## src/rtl/audio_flt_cfg.sv

```systemverilog
// audio_flt_cfg: filter-configuration sequencer for the audio output path.
//
// HPS register writes land in a shadow coefficient/rate set. A commit write
// (addr 15) mutes the core audio path, waits MUTE_SAMPLES sample strobes for
// the IIR pipeline to drain, copies the whole shadow set into the active
// outputs in a single clock, then holds mute for SETTLE_SAMPLES strobes while
// the filter settles.
//
// Build option: define AUDIO_FLT_CFG_READBACK_EN to build the registered
// shadow readback on rd_data; otherwise rd_data is tied to zero.
//
// Ports:
//   clk, reset_n        clock, asynchronous active-low reset
//   sample_ce           one-cycle audio sample strobe
//   wr, addr, din       16-bit register write port (one cycle per word)
//   flt_rate, cx, cx0..cx2, cy0..cy2   active filter configuration
//   cfg_valid           set once the first commit has been applied
//   mute                forces core audio to zero in the mixer
//   busy                commit sequence in progress
//   rd_data             shadow readback (readback build only, else 0)

module audio_flt_cfg #(
    parameter int unsigned MUTE_SAMPLES   = 16,
    parameter int unsigned SETTLE_SAMPLES = 64
) (
    input  logic        clk,
    input  logic        reset_n,
    input  logic        sample_ce,
    input  logic        wr,
    input  logic [3:0]  addr,
    input  logic [15:0] din,
    output logic [31:0] flt_rate,
    output logic [39:0] cx,
    output logic [7:0]  cx0,
    output logic [7:0]  cx1,
    output logic [7:0]  cx2,
    output logic [23:0] cy0,
    output logic [23:0] cy1,
    output logic [23:0] cy2,
    output logic        cfg_valid,
    output logic        mute,
    output logic        busy,
    output logic [15:0] rd_data
);

    localparam int unsigned CNT_W = 8;
    localparam logic [CNT_W-1:0] MUTE_CNT   = CNT_W'(MUTE_SAMPLES);
    localparam logic [CNT_W-1:0] SETTLE_CNT = CNT_W'(SETTLE_SAMPLES);
    localparam logic [CNT_W-1:0] CNT_MAX    = '1;

    localparam logic [3:0] A_RATE_LO = 4'd0;
    localparam logic [3:0] A_RATE_HI = 4'd1;
    localparam logic [3:0] A_CX_LO   = 4'd2;
    localparam logic [3:0] A_CX_MID  = 4'd3;
    localparam logic [3:0] A_CX_HI   = 4'd4;
    localparam logic [3:0] A_CX10    = 4'd5;
    localparam logic [3:0] A_CX2     = 4'd6;
    localparam logic [3:0] A_CY0_LO  = 4'd7;
    localparam logic [3:0] A_CY0_HI  = 4'd8;
    localparam logic [3:0] A_CY1_LO  = 4'd9;
    localparam logic [3:0] A_CY1_HI  = 4'd10;
    localparam logic [3:0] A_CY2_LO  = 4'd11;
    localparam logic [3:0] A_CY2_HI  = 4'd12;
    localparam logic [3:0] A_COMMIT  = 4'd15;

    // One complete filter configuration; shadow and active use the same layout.
    typedef struct packed {
        logic [31:0] rate;
        logic [39:0] cx;
        logic [7:0]  cx0;
        logic [7:0]  cx1;
        logic [7:0]  cx2;
        logic [23:0] cy0;
        logic [23:0] cy1;
        logic [23:0] cy2;
    } coef_set_t;

    typedef enum logic [1:0] {
        IDLE   = 2'd0,
        DRAIN  = 2'd1,
        LOAD   = 2'd2,
        SETTLE = 2'd3
    } state_t;

    state_t           state_q, state_d;
    logic [CNT_W-1:0] cnt_q, cnt_d;
    logic             pending_q, pending_d;
    coef_set_t        shadow_q, shadow_d;
    coef_set_t        active_q, active_d;
    logic             cfg_valid_q, cfg_valid_d;
    logic             mute_q, mute_d;
    logic             busy_q, busy_d;

    logic             commit_c;
    logic [CNT_W-1:0] cnt_inc_c;

    // Sequencer next state, shadow write decode and swap.
    always_comb begin
        state_d     = state_q;
        cnt_d       = cnt_q;
        pending_d   = pending_q;
        shadow_d    = shadow_q;
        active_d    = active_q;
        cfg_valid_d = cfg_valid_q;

        commit_c  = wr && (addr == A_COMMIT);
        // Saturating count so a long run never wraps back to a match.
        cnt_inc_c = (cnt_q == CNT_MAX) ? cnt_q : cnt_q + CNT_W'(1);

        // A commit arriving mid-sequence is remembered for the next run.
        if (commit_c) begin
            pending_d = 1'b1;
        end

        unique case (state_q)
            IDLE: begin
                // A commit in IDLE starts at once so mute follows one cycle later.
                if (pending_q || commit_c) begin
                    state_d   = DRAIN;
                    cnt_d     = '0;
                    pending_d = 1'b0;
                end
            end
            DRAIN: begin
                if (cnt_q == MUTE_CNT) begin
                    state_d = LOAD;
                    cnt_d   = '0;
                end else if (sample_ce) begin
                    cnt_d = cnt_inc_c;
                end
            end
            LOAD: begin
                // Registered shadow is the pre-write value if a write lands now.
                active_d    = shadow_q;
                cfg_valid_d = 1'b1;
                state_d     = SETTLE;
                cnt_d       = '0;
            end
            SETTLE: begin
                if (cnt_q == SETTLE_CNT) begin
                    state_d = IDLE;
                    cnt_d   = '0;
                end else if (sample_ce) begin
                    cnt_d = cnt_inc_c;
                end
            end
            default: begin
                state_d = IDLE;
                cnt_d   = '0;
            end
        endcase

        if (wr) begin
            case (addr)
                A_RATE_LO: shadow_d.rate[15:0]  = din;
                A_RATE_HI: shadow_d.rate[31:16] = din;
                A_CX_LO:   shadow_d.cx[15:0]    = din;
                A_CX_MID:  shadow_d.cx[31:16]   = din;
                A_CX_HI:   shadow_d.cx[39:32]   = din[7:0];
                A_CX10: begin
                    shadow_d.cx0 = din[7:0];
                    shadow_d.cx1 = din[15:8];
                end
                A_CX2:     shadow_d.cx2         = din[7:0];
                A_CY0_LO:  shadow_d.cy0[15:0]   = din;
                A_CY0_HI:  shadow_d.cy0[23:16]  = din[7:0];
                A_CY1_LO:  shadow_d.cy1[15:0]   = din;
                A_CY1_HI:  shadow_d.cy1[23:16]  = din[7:0];
                A_CY2_LO:  shadow_d.cy2[15:0]   = din;
                A_CY2_HI:  shadow_d.cy2[23:16]  = din[7:0];
                default:   shadow_d             = shadow_q;
            endcase
        end

        // Mute/busy registered from the next state: high for every non-IDLE cycle.
        mute_d = (state_d != IDLE);
        busy_d = (state_d != IDLE);
    end

    // State and configuration registers.
    always_ff @(posedge clk or negedge reset_n) begin
        if (!reset_n) begin
            state_q     <= IDLE;
            cnt_q       <= '0;
            pending_q   <= 1'b0;
            shadow_q    <= '0;
            active_q    <= '0;
            cfg_valid_q <= 1'b0;
            mute_q      <= 1'b0;
            busy_q      <= 1'b0;
        end else begin
            state_q     <= state_d;
            cnt_q       <= cnt_d;
            pending_q   <= pending_d;
            shadow_q    <= shadow_d;
            active_q    <= active_d;
            cfg_valid_q <= cfg_valid_d;
            mute_q      <= mute_d;
            busy_q      <= busy_d;
        end
    end

    assign flt_rate  = active_q.rate;
    assign cx        = active_q.cx;
    assign cx0       = active_q.cx0;
    assign cx1       = active_q.cx1;
    assign cx2       = active_q.cx2;
    assign cy0       = active_q.cy0;
    assign cy1       = active_q.cy1;
    assign cy2       = active_q.cy2;
    assign cfg_valid = cfg_valid_q;
    assign mute      = mute_q;
    assign busy      = busy_q;

`ifdef AUDIO_FLT_CFG_READBACK_EN
    logic [15:0] rd_data_q, rd_data_d;

    // Shadow readback mux; narrow fields are zero-extended.
    always_comb begin
        rd_data_d = {15'd0, busy_q};
        case (addr)
            A_RATE_LO: rd_data_d = shadow_q.rate[15:0];
            A_RATE_HI: rd_data_d = shadow_q.rate[31:16];
            A_CX_LO:   rd_data_d = shadow_q.cx[15:0];
            A_CX_MID:  rd_data_d = shadow_q.cx[31:16];
            A_CX_HI:   rd_data_d = {8'd0, shadow_q.cx[39:32]};
            A_CX10:    rd_data_d = {shadow_q.cx1, shadow_q.cx0};
            A_CX2:     rd_data_d = {8'd0, shadow_q.cx2};
            A_CY0_LO:  rd_data_d = shadow_q.cy0[15:0];
            A_CY0_HI:  rd_data_d = {8'd0, shadow_q.cy0[23:16]};
            A_CY1_LO:  rd_data_d = shadow_q.cy1[15:0];
            A_CY1_HI:  rd_data_d = {8'd0, shadow_q.cy1[23:16]};
            A_CY2_LO:  rd_data_d = shadow_q.cy2[15:0];
            A_CY2_HI:  rd_data_d = {8'd0, shadow_q.cy2[23:16]};
            default:   rd_data_d = {15'd0, busy_q};
        endcase
    end

    // Readback register.
    always_ff @(posedge clk or negedge reset_n) begin
        if (!reset_n) begin
            rd_data_q <= '0;
        end else begin
            rd_data_q <= rd_data_d;
        end
    end

    assign rd_data = rd_data_q;
`else
    assign rd_data = '0;
`endif

endmodule

```

## config.mk

```make
export PLATFORM = sky130hd
export DESIGN_NAME = audio_flt_cfg
export DESIGN_NICKNAME = d
export VERILOG_FILES = /design/src/rtl/audio_flt_cfg.sv
export SDC_FILE = /design/constraint.sdc
export NUM_CORES = 1
export LEC_CHECK = 0
export CAP_MARGIN = 20
export CORE_ASPECT_RATIO = 1.1
export CORE_UTILIZATION = 25
export CTS_BUF_LIST = sky130_fd_sc_hd__clkbuf_2 sky130_fd_sc_hd__clkbuf_4 sky130_fd_sc_hd__clkbuf_8
export DETAILED_ROUTE_END_ITERATION = 12
export GPL_TIMING_DRIVEN = 0
export PLACE_DENSITY = 0.43
export SYNTH_ARGS = -nofsm -noshare
export SYNTH_HDL_FRONTEND = slang
export SYNTH_SLANG_ARGS = --single-unit
```

## constraint.sdc

```tcl
create_clock -name clk -period 2.7 [get_ports clk]
set_clock_uncertainty 0.15 [all_clocks]
set_input_delay 0.54 -clock clk [delete_from_list [all_inputs] [get_ports clk]]
set_output_delay 0.54 -clock clk [all_outputs]
set_load 0.02 [all_outputs]
```

Yosys cells after proc, flatten, opt, wreduce, memory -nomap -nowiden

Index checks and enable logic that the tools add are counted.

Muxes and demuxes: 13
Add/subtract/negate cells: 1
Reductions and logical operators: 18
Equal/unequal tests: 20

Operator list:

| operator                                             | count |
|---|---|
| two-way mux 8 bit                                    | 5 |
| case mux 8 bit (4 select lines)                      | 1 |
| AND reduction 2 bit                                  | 13 |
| equality test 4 bit (second input constant)          | 6 |
| equality test 4 x 3 -> 1 bit (second input constant) | 4 |
| adder 8 x 1 -> 8 bit (second input constant)         | 1 |
| equality test 4 x 2 -> 1 bit (second input constant) | 2 |
| equality test 8 x 5 -> 1 bit (second input constant) | 1 |
| equality test 8 x 7 -> 1 bit (second input constant) | 1 |
| equality test 8 bit (second input constant)          | 1 |
| case mux 2 bit (4 select lines)                      | 1 |
| two-way mux 2 bit                                    | 3 |
| equality test 2 bit (second input constant)          | 2 |
| equality test 4 x 1 -> 1 bit (second input constant) | 1 |
| zero test 4 bit                                      | 1 |
| two-way mux 1 bit                                    | 3 |
| equality test 2 x 1 -> 1 bit (second input constant) | 1 |
| zero test 2 bit                                      | 1 |
| != test 2 bit (second input constant)                | 1 |
| nonzero test 2 bit                                   | 1 |
| logical AND 1 bit                                    | 1 |
| logical OR 1 bit                                     | 1 |

Logic and storage cells: 79
Register bits after elaboration: 349

Longest topological paths before layout

Gate-level depths: netlist (run 1).

Depth after elaboration: 6
Mapped depth: 6
Gate-level depth less buffers: 5

Worst setup path before layout (run 1)

No wires, ideal clock.

Path type: input port to flip-flop
Start point: input port addr[3]
End point: register shadow_q[120] (netlist name)
Data arrival time: 1.590 ns
Setup time: 0.125 ns
Path buffers: 2
Slack: 0.835 ns
Cell stages on the path: 5
Path through: nor3b_4 > nor2b_1 > buf_4 > buf_4 > mux2_2

Cells in the longest elaborated chain, start to end: 2

RTL lines:

| what                          | line | text |
|---|---|---|
| start: declaration            | 30   | `input logic [3:0] addr,` |
| equality test 4 x 2 -> 1 bit  | 154  | `case (addr)` |
| AND reduction 2 bit (no line) | n/a  |  |
| end signal: assignment        | 195  | `shadow_q <= shadow_d;` |
| end: declaration              | 88   | `coef_set_t shadow_q, shadow_d;` |

Every way passes these cells.
A chain may end at the register's enable or synchronous reset.

==> results of run 1 <==
-- registers in the layout, indices dropped and copies added, names as in the netlist --
register,count
cfg_valid,1
cx2,8
cx,40
pending_q,1
state_q,2
cx1,8
cy0,24
cx0,8
shadow_q,168
cy2,24
cy1,24
busy,1
flt_rate,32
cnt_q,8
-- where the power goes --
part | internal (mW) | switching [mW]
logic | 2.99 | 2.54
clock network | 3.02 | 2.18
registers | 6.90 | 0.930
total | 12.9 | 5.66
-- area by class of cell --
cell class / count / area share (%)
buffer: 60 / 2.025
sequential: 349 / 49.26
timing repair buffer: 199 / 11.62
multi-input combinational: 437 / 24.78
clock inverter: 3 / 0.08469
clock buffer: 105 / 7.339
inverter: 6 / 0.1270
tap: 675 / 4.764
-- layout by cell type, fill, tap and decap left out, types with 8 or more instances in the layout --
| master | synthesis | layout |
|---|---|---|
| clkbuf_8 | 0 | 82 |
| clkbuf_4 | 0 | 23 |
| dfrtp_1 | 349 | 349 |
| mux2_2 | 336 | 336 |
| buf_2 | 23 | 23 |
| buf_4 | 24 | 24 |
| clkbuf_1 | 11 | 11 |
| nand3_1 | 8 | 8 |
| clkdlybuf4s50_1 | 0 | 192 |
| nand2_1 | 9 | 9 |
| conb_1 | 1 | 16 |
-- worst reg2reg max path: stages, from the launching register on --
cell     delay (ps)
dfrtp_1         310
buf_2           190
inv_1            70
nand2_1         220
buf_2           350
buf_2           380
mux2_2          380
-- per-layer routing --
| metal | routed length [um] | up-vias | GRT usage (%) |
|---|---|---|---|
| met1 | 16110 | 4166 | 17.45 |
| met2 | 17960 | 201 | 22.97 |
| met4 | 863 | 4 | 5.659 |
| li1 | - | 3520 | - |
| met3 | 1960 | 55 | 3.668 |
| met5 | 25 | - | 0 |
-- cell families after synthesis --
family / count (synthesis)
simple gates: 58
other cells: 1
mux: 336
fa+ha+maj: 2
compound gates: 25
flops: 349
buf+inv: 66
-- timing repair --
action	CTS	global route
endpoints found under the setup margin	0	0
hold endpoints to repair	78	0
hold buffers	1	0
-- how the worst max path moves through the flow --
stage                     cells after the start  startpoint             to  slack, ps
after floorplan                               5     addr[3]  shadow_q[120]        840
after global placement                        1     reset_n         cx0[0]     -15150
after detailed placement                      5     addr[0]   shadow_q[61]       -290
after CTS                                     1      cx[10]         cx[10]        270
after global routing                          1     cy2[21]        cy2[21]        270
final                                         2        busy           mute        360
==> reports/metrics.cfg, run 1 <==
[outcome]
status = complete, no violations

[place]
pre_cts_ws_ps = -289.1
numPortBuffers = 193
placed_area_sq_um = 16400
hpwlAfterDp_mm = 24.35
gp_congestion = 0.7242
place_inst = 1725

[global_route]
grt_max_degree = 104
overflow = 0
antenna_found_initial = 6
grt_usage_pct = 13.99
grt_pass1_vias = 8636
grt_pass1_wl_mm = 55.87

[layout]
fill_cells = 5182
fin_area_sq_um = 17730
antenna_cells = 0
final_core_util_pct = 33.62
drive_gt1_share_pct = 44.09
final_cells = 1834
syn2layout_area_growth_pct = 31.79
multi_input_area_sq_um = 4394
seqCellArea_sq_um = 8733
finalNetCount = 1145

[route]
drt_iter0_drc = 383
vias = 7946
drc = 0
ant_nets = 0
wl_per_cell_um = 20.13
first_pass_iters = 4
wl_mm = 36.92
vias_per_cell = 4.333

[critical_path]
arrival_ps = 1650
reg2reg_depth = 6
slowest_delay_ps = 590
ff2ff_setup_slack_ps = 530
cp_num_buf_inv = 2
start_kind = flop
crit_path_max_fanout = 2
crit_required_ps = 2010
r2r_start = state_q[0]
path_cells = buf_4, clkdlybuf4s50_1
cp_top_family = buffers and inverters
r2r-end = cx1[0]
criticalPathCategory = flop to output pin
endpoint_kind = output pin
cp_slowest_cell = clkdlybuf4s50_1

[synthesis]
synth_top_family_by_area = multiplexers
synth-simple-area-share_pct = 2.586
synth_flop_cell = dfrtp_1
ys_async_sr_fraction_pct = 100.0
synth_adder_area_share_pct = 0.1860
ys_ff_latch = 349
synth_top_area_cell = dfrtp_1
netlist_area_sq_um = 13450
syn_avg_cell_area_sq_um = 16.07
synth_top_area_share_pct = 64.92
synth_compound_area_share_pct = 1.321
synthMuxAreaShare_pct = 28.13
yosysWarnings = 0
ys_top_cells_by_count = dfrtp_1 (349), mux2_2 (336), buf_4 (24)
synth_xor_area_share_pct = 0
synthCells = 837
ys_seq_area_share_pct = 64.92
synthDistinctLibCells = 39
ys_top_cells_by_area = dfrtp_1 (65%), mux2_2 (28%), buf_4 (1.3%), buf_2 (0.86%), clkbuf_1 (0.31%)
synth_edf_count = 0
yosys.cell_count.top_type = dfrtp_1

[timing]
worst_slack_ps = 358.5
setup_viol = 0
period_share_pct = 86.72
fin_tns_setup_ps = 0
relSlewSlack_pct = 30.03
rsz0062_at_grt = no
max_freq_mhz = 427.1
slew_violations = 0
hold_violations = 0
final.min_clock_period_ps = 2341
worstMarginPinSlew_ps = 1050
hold_ws_ps = 208.4

[cts]
post_cts_buffers = 0
h-tree-depth = 3
clock-sinks = 349
cts-root-buf = clkbuf_8
numCtsBuffers = 66
clock_latency_ps = 620
ctsLongestPathBuffers = 3
cts_resized = 0
path_clk_slew_ps = 60
cts_tree = done

[power]
total_power_mw = 18.56
ir_drop_mv = 0.3905
power_density_nw_per_um2 = 1047
leakage_nw = 8.165

[hold_path]
min_from = sample_ce
min_path_cells = 3
hold_path.class = input port to flop
min_to = cnt_q[4]

[floorplan]
dieArea_sq_um = 54740
ioPinCount = 211
placeableCoreArea_sq_um = 52740
die_h_um = 245.3
std_cell_rows = 88
start_util_pct = 25.51
fp.dieW_um = 223.2

[run]
maxCapViolations = 0

(Power assumes the default switching activity.)
==> run 2, diff against run 1 <==
- RECOVER_POWER: default -> 25
==> reports/metrics.cfg, run 2 (synthesis gave the netlist of run 1 again) <==
[layout]
final_common_cell = dfrtp_1  ; unchanged
finalNetCount = 1145  ; unchanged
antenna_cells = 0  ; unchanged
regMostFlops = shadow_q  ; unchanged
drive_gt1_share_pct = 43.92  ; was 44.09%
final_cell_mix = dfrtp_1 (349), mux2_2 (336), clkdlybuf4s50_1 (192), clkbuf_8 (82), buf_4 (24)  ; unchanged
syn2layout_area_growth_pct = 31.74  ; was 31.79%
fin_area_sq_um = 17720  ; was 17730 sq um
largest_reg_flops = 168  ; unchanged

[route]
drc = 0  ; unchanged
drt_iter0_drc = 405  ; was 383
vias = 7933  ; was 7946
vias_per_cell = 4.326  ; was 4.333
wl_mm = 36.92  ; about the same
first_pass_iters = 4  ; unchanged
ant_nets = 0  ; unchanged
wl_per_cell_um = 20.13  ; about the same

[floorplan]
fp.dieW_um = 223.2  ; unchanged
start_util_pct = 25.51  ; unchanged
placeableCoreArea_sq_um = 52740  ; unchanged
die_h_um = 245.3  ; unchanged
dieArea_sq_um = 54740  ; unchanged
std_cell_rows = 88  ; unchanged
ioPinCount = 211  ; unchanged

[global_route]
overflow = 0  ; unchanged
grt_max_degree = 104  ; unchanged
grt_pass1_wl_mm = 55.87  ; unchanged
grt_pass1_vias = 8636  ; unchanged
grt_usage_pct = 13.99  ; unchanged
antenna_found_initial = 6  ; unchanged

[timing]
hold_ws_ps = 209.4  ; was 208.4 ps
final.min_clock_period_ps = 2364  ; was 2341 ps
worstMarginPinSlew_ps = 1047  ; was 1050 ps
max_freq_mhz = 423.0  ; was 427.1 MHz
relSlewSlack_pct = 30.18  ; was 30.03%
worst_slack_ps = 336.1  ; was 358.5 ps
slew_violations = 0  ; unchanged
hold_violations = 0  ; unchanged
rsz0062_at_grt = no  ; unchanged
period_share_pct = 87.55  ; was 86.72%
setup_viol = 0  ; unchanged

[critical_path]
start_kind = input port  ; was flop
crit_required_ps = 3020  ; was 2010 ps
endpoint_kind = flop  ; was output pin
criticalPathCategory = input port to flop  ; was flop to output pin
crit_path_max_fanout = 10  ; was 2
arrival_ps = 2690  ; was 1650 ps

[outcome]
status = complete, no violations  ; unchanged

[cts]
path_clk_slew_ps = 60  ; about the same
cts_tree = done  ; unchanged
ctsHoldBuffers = 1  ; unchanged
numCtsBuffers = 66  ; unchanged
ctsLongestPathBuffers = 3  ; unchanged
clock-sinks = 349  ; unchanged
post_cts_buffers = 0  ; unchanged
cts-root-buf = clkbuf_8  ; unchanged
h-tree-depth = 3  ; unchanged
clock_latency_ps = 620  ; about the same
cts_resized = 0  ; unchanged

[place]
gp_congestion = 0.7242  ; unchanged
numPortBuffers = 193  ; unchanged
hpwlAfterDp_mm = 24.35  ; unchanged
pre_cts_ws_ps = -289.1  ; unchanged
placed_area_sq_um = 16400  ; unchanged

[hold_path]
hold_path.class = input port to flop  ; unchanged

[run]
maxCapViolations = 0  ; unchanged

[power]
power_density_nw_per_um2 = 1047  ; about the same
ir_drop_mv = 0.3905  ; about the same
leakage_nw = 8.160  ; was 8.165 nW

-- run 2: cell counts in the layout (fill, tap and decap cells not counted) --
Identical to the previous run, type by type.
-- run 2: final timing paths --
| check | cells past startpoint | slack (ps) | from | to |
|---|---|---|---|---|
| worst max-delay path | 5 | 340 | addr[0] | shadow_q[60] |
| worst min-delay path | 3 | 210 | sample_ce | cnt_q[4] |
| worst max register to register | 6 | 520 | state_q[0] | cx1[0] |
| worst min register to register | 1 | 330 | cfg_valid | cfg_valid |
| max in group asynchronous | 4 | 630 | reset_n | cy0[12] |
| min in group asynchronous | 2 | 350 | reset_n | cy2[2] |
-- run 2: power breakdown --
| group | leakage [nW] | internal (mW) | switching [mW] |
|---|---|---|---|
| Sequential | 4.53 | 6.90 | 0.930 |
| Clock | 0.707 | 3.02 | 2.18 |
| Combinational | 2.92 | 2.99 | 2.54 |
-- run 2: per-stage QoR --
step / setup TNS [ps] / std cells / util, % / power, mW
6_report: 0 / 1834 / 33.60 / 18.56
5_1_grt: 0 / 1834 / 33.60 / 19.65
4_1_cts: 0 / 1834 / 33.62 / 18.97
3_5_place_dp: -9446 / 1725 / 31.10 / 13.58
3_3_place_gp: -5276090 / 1720 / 30.88 / 13.50
2_1_floorplan: 0 / 852 / - / 10.58
-- run 2: layout make-up --
type	instances	area (sq um)
fillers	5185	35020
clock inverters	3	15.01
well taps	675	844.6
clock buffers	105	1301
repair buffers	199	2059
plain buffers	60	359.1
multi-input cells	437	4388
flip-flops and latches	349	8733
inverters	6	22.52
-- run 2: routing by layer --
metal	global-route usage, %	share of wire [%]
met4	5.659	2.3
met5	0	0.068
met3	3.668	5.1
met1	17.45	44
met2	22.97	49
-- run 2: worst max-delay path: stages --
cell and delay [ps]:
clkdlybuf4s50_1 610, nand2_1 230, nor2_2 620, buf_4 330, mux2_2 350
==> run 3, diff against run 2 <==
- ABC_AREA: default -> 1
- PLACE_DENSITY: 0.43 -> default
==> reports/metrics.cfg, run 3 <==
[cts]
clock-sinks = 349  ; unchanged
cts-root-buf = clkbuf_8  ; unchanged
path_clk_slew_ps = 60  ; about the same
post_cts_buffers = 0  ; unchanged
numCtsBuffers = 58  ; was 66
clock_latency_ps = 630  ; was 620 ps
cts_tree = done  ; unchanged
ctsLongestPathBuffers = 3  ; unchanged
h-tree-depth = 2  ; was 3

[layout]
drive_gt1_share_pct = 15.08  ; was 43.92%
syn2layout_area_growth_pct = 32.70  ; was 31.74%
finalNetCount = 1382  ; was 1145
largest_reg_flops = 168  ; unchanged
final_common_cell = dfrtp_1  ; unchanged
final_cell_mix = dfrtp_1 (349), nand2_1 (232), clkdlybuf4s50_1 (191), o21ai_0 (170), mux2_1 (101)  ; was dfrtp_1 (349), mux2_2 (336), clkdlybuf4s50_1 (192), clkbuf_8 (82), buf_4 (24)
regMostFlops = shadow_q  ; unchanged
final_cells = 2071  ; was 1834

[synthesis]
ys_ff_latch = 349  ; unchanged
synthDistinctLibCells = 19  ; was 39
synth_top_area_share_pct = 66.53  ; was 64.92%
syn_avg_cell_area_sq_um = 12.19  ; was 16.07 sq um
ys_seq_area_share_pct = 66.53  ; was 64.92%
synthCells = 1077  ; was 837
ys_async_sr_fraction_pct = 100.0  ; unchanged
synth_flop_cell = dfrtp_1  ; unchanged
yosys.cell_count.top_type = dfrtp_1  ; unchanged
yosysWarnings = 0  ; unchanged
ys_top_cells_by_count = dfrtp_1 (349), nand2_1 (231), o21ai_0 (170)  ; was dfrtp_1 (349), mux2_2 (336), buf_4 (24)
netlist_area_sq_um = 13130  ; was 13450 sq um
synth_top_area_cell = dfrtp_1  ; unchanged
synth_edf_count = 0  ; unchanged
ys_top_cells_by_area = dfrtp_1 (67%), mux2_1 (8.7%), nand2_1 (6.6%), o21ai_0 (6.5%), mux2_2 (5.7%)  ; was dfrtp_1 (65%), mux2_2 (28%), buf_4 (1.3%), buf_2 (0.86%), clkbuf_1 (0.31%)

[power]
p_sw_mw = 3.307  ; was 5.651 mW
leakage_nw = 8.497  ; was 8.160 nW
combPwrFrac_pct = 9.7  ; was 29.8%
total_power_mw = 12.59  ; was 18.56 mW
clkPwrFrac_pct = 41.0  ; was 28.0%
power_density_nw_per_um2 = 722.7  ; was 1047 nW/um^2
power_switching_share_pct = 26.27  ; was 30.45%
ir_drop_mv = 0.3306  ; was 0.3905 mV
p_seq_share_pct = 49.3  ; was 42.2%
internal-power_mw = 9.281  ; was 12.91 mW

[timing]
final.min_clock_period_ps = 2392  ; was 2364 ps
period_share_pct = 88.61  ; was 87.55%
hold_violations = 0  ; unchanged
setup_viol = 0  ; unchanged
relSlewSlack_pct = 27.16  ; was 30.18%
max_freq_mhz = 418.0  ; was 423.0 MHz
slew_violations = 0  ; unchanged
rsz0062_at_grt = no  ; unchanged
worstMarginPinSlew_ps = 1093  ; was 1047 ps

[critical_path]
criticalPathCategory = flop to output pin  ; was input port to flop
arrival_ps = 1700  ; was 2690 ps
cp_top_family = buffers and inverters  ; unchanged
crit_path_max_fanout = 2  ; was 10
reg2reg_depth = 5  ; was 6
slowest_delay_ps = 720  ; was 620 ps
endpoint_kind = output pin  ; was flop
cp_num_cells = 1  ; was 5
path_cells = clkdlybuf4s50_1  ; was clkdlybuf4s50_1, nand2_1, nor2_2, buf_4, mux2_2
crit_required_ps = 2010  ; was 3020 ps
cp_slowest_cell = clkdlybuf4s50_1  ; was nor2_2
start_kind = flop  ; was input port
cp_num_buf_inv = 1  ; was 2

[hold_path]
hold_path.class = flop to flop  ; was input port to flop
min_path_cells = 2  ; was 3

[route]
first_pass_iters = 10  ; was 4
wl_per_cell_um = 19.14  ; was 20.13 um
drt_iter0_drc = 533  ; was 405
ant_nets = 0  ; unchanged
vias = 8971  ; was 7933
drc = 22  ; was 0
wl_mm = 39.65  ; was 36.92 mm
vias_per_cell = 4.332  ; was 4.326

[floorplan]
fp.dieW_um = 220.5  ; was 223.2 um
std_cell_rows = 87  ; was 88
ioPinCount = 211  ; unchanged
die_h_um = 242.3  ; was 245.3 um
dieArea_sq_um = 53430  ; was 54740 sq um
start_util_pct = 25.44  ; was 25.51%
placeableCoreArea_sq_um = 51600  ; was 52740 sq um

[place]
place_inst = 1962  ; was 1725
numPortBuffers = 194  ; was 193
gp_congestion = 0.7202  ; was 0.7242
hpwlAfterDp_mm = 27.29  ; was 24.35 mm

[outcome]
status = finished, violations left  ; was complete, no violations
violations = design-rule violations

[global_route]
overflow = 0  ; unchanged
grt_usage_pct = 15.05  ; was 13.99%
antenna_found_initial = 7  ; was 6
grt_max_degree = 120  ; was 104
grt_pass1_wl_mm = 58.78  ; was 55.87 mm
grt_pass1_vias = 9238  ; was 8636

[run]
maxCapViolations = 0  ; unchanged

[run 3: power groups by stage]
stage | Sequential, mW | Combinational [mW] | Clock (mW)
6_report | 6.20 | 1.23 | 5.16
5_1_grt | 6.27 | 1.44 | 5.58
4_1_cts | 6.20 | 1.26 | 5.36
3_5_place_dp | 6.28 | 1.26 | 0
3_3_place_gp | 6.27 | 1.18 | 0
2_1_floorplan | 6.17 | 0.785 | 0
[run 3: through the flow]
step	setup TNS [ps]	cell area [sq um]	utilization [%]	hold WS [ps]	setup slack, ps
floorplan	0	13180	-	94.41	1172
global placement	-4859900	15960	30.93	295.7	-13960
detailed placement	0	16120	31.25	302.0	48.33
CTS	0	17430	33.78	316.8	230.6
global route	0	17410	33.74	339.8	110.1
finish	0	17420	33.76	314.0	307.6
[run 3: cells by family (layout without fill, tap and decap cells)]
family | count (synthesis) | count (layout) | synth area share [%]
buffers and inverters | 108 | 415 | 3.975
other | 1 | 21 | 0.02857
AO/OA/AOI/OAI | 174 | 174 | 6.653
AND/OR/NAND/NOR | 275 | 275 | 8.207
adder cells (fa/ha/maj) | 2 | 2 | 0.1906
flip-flops | 349 | 349 | 66.53
multiplexers | 168 | 168 | 14.41
[run 3: worst paths after layout]
| check | from | endpoint | slack [ps] |
|---|---|---|---|
| worst max-delay path | cy1[11] | cy1[11] | 310 |
| worst min-delay path | cfg_valid | cfg_valid | 310 |
| worst max register to register | state_q[0] | cx[31] | 460 |
| worst min register to register | cfg_valid | cfg_valid | 310 |
| max in group asynchronous | reset_n | shadow_q[140] | 440 |
| min in group asynchronous | reset_n | cy0[1] | 380 |
[run 3: worst register-to-register path, stage by stage (launching register included)]
cell	delay (ps)
dfrtp_1	400
inv_1	100
nand2_1	320
buf_2	460
buf_4	330
mux2_1	350
[run 3: metal layers]
layer  track usage (%)  wire [um]  vias to the layer above
met5                 0         65                        -
met4             4.158        760                       10
met3             3.553       2392                       71
met2             23.83      18540                      254
met1             20.38      17890                     4513
li1                  -          -                     4123
[run 3: what timing repair did]
item | in CTS | in global routing
endpoints found under the hold margin | 111 | 0
hold buffers | 1 | 0
gates resized for setup | 0 | 0
[run 3: layout make-up]
class	count	area [sq um]
clock buffers	90	1151
diodes	5	12.51
multi-input cells	635	3925
flip-flops and latches	349	8733
plain buffers	73	384.1
inverters	35	131.4
clock inverters	13	145.1
fillers	5254	34180
repair buffers	204	2101
well taps	667	834.6
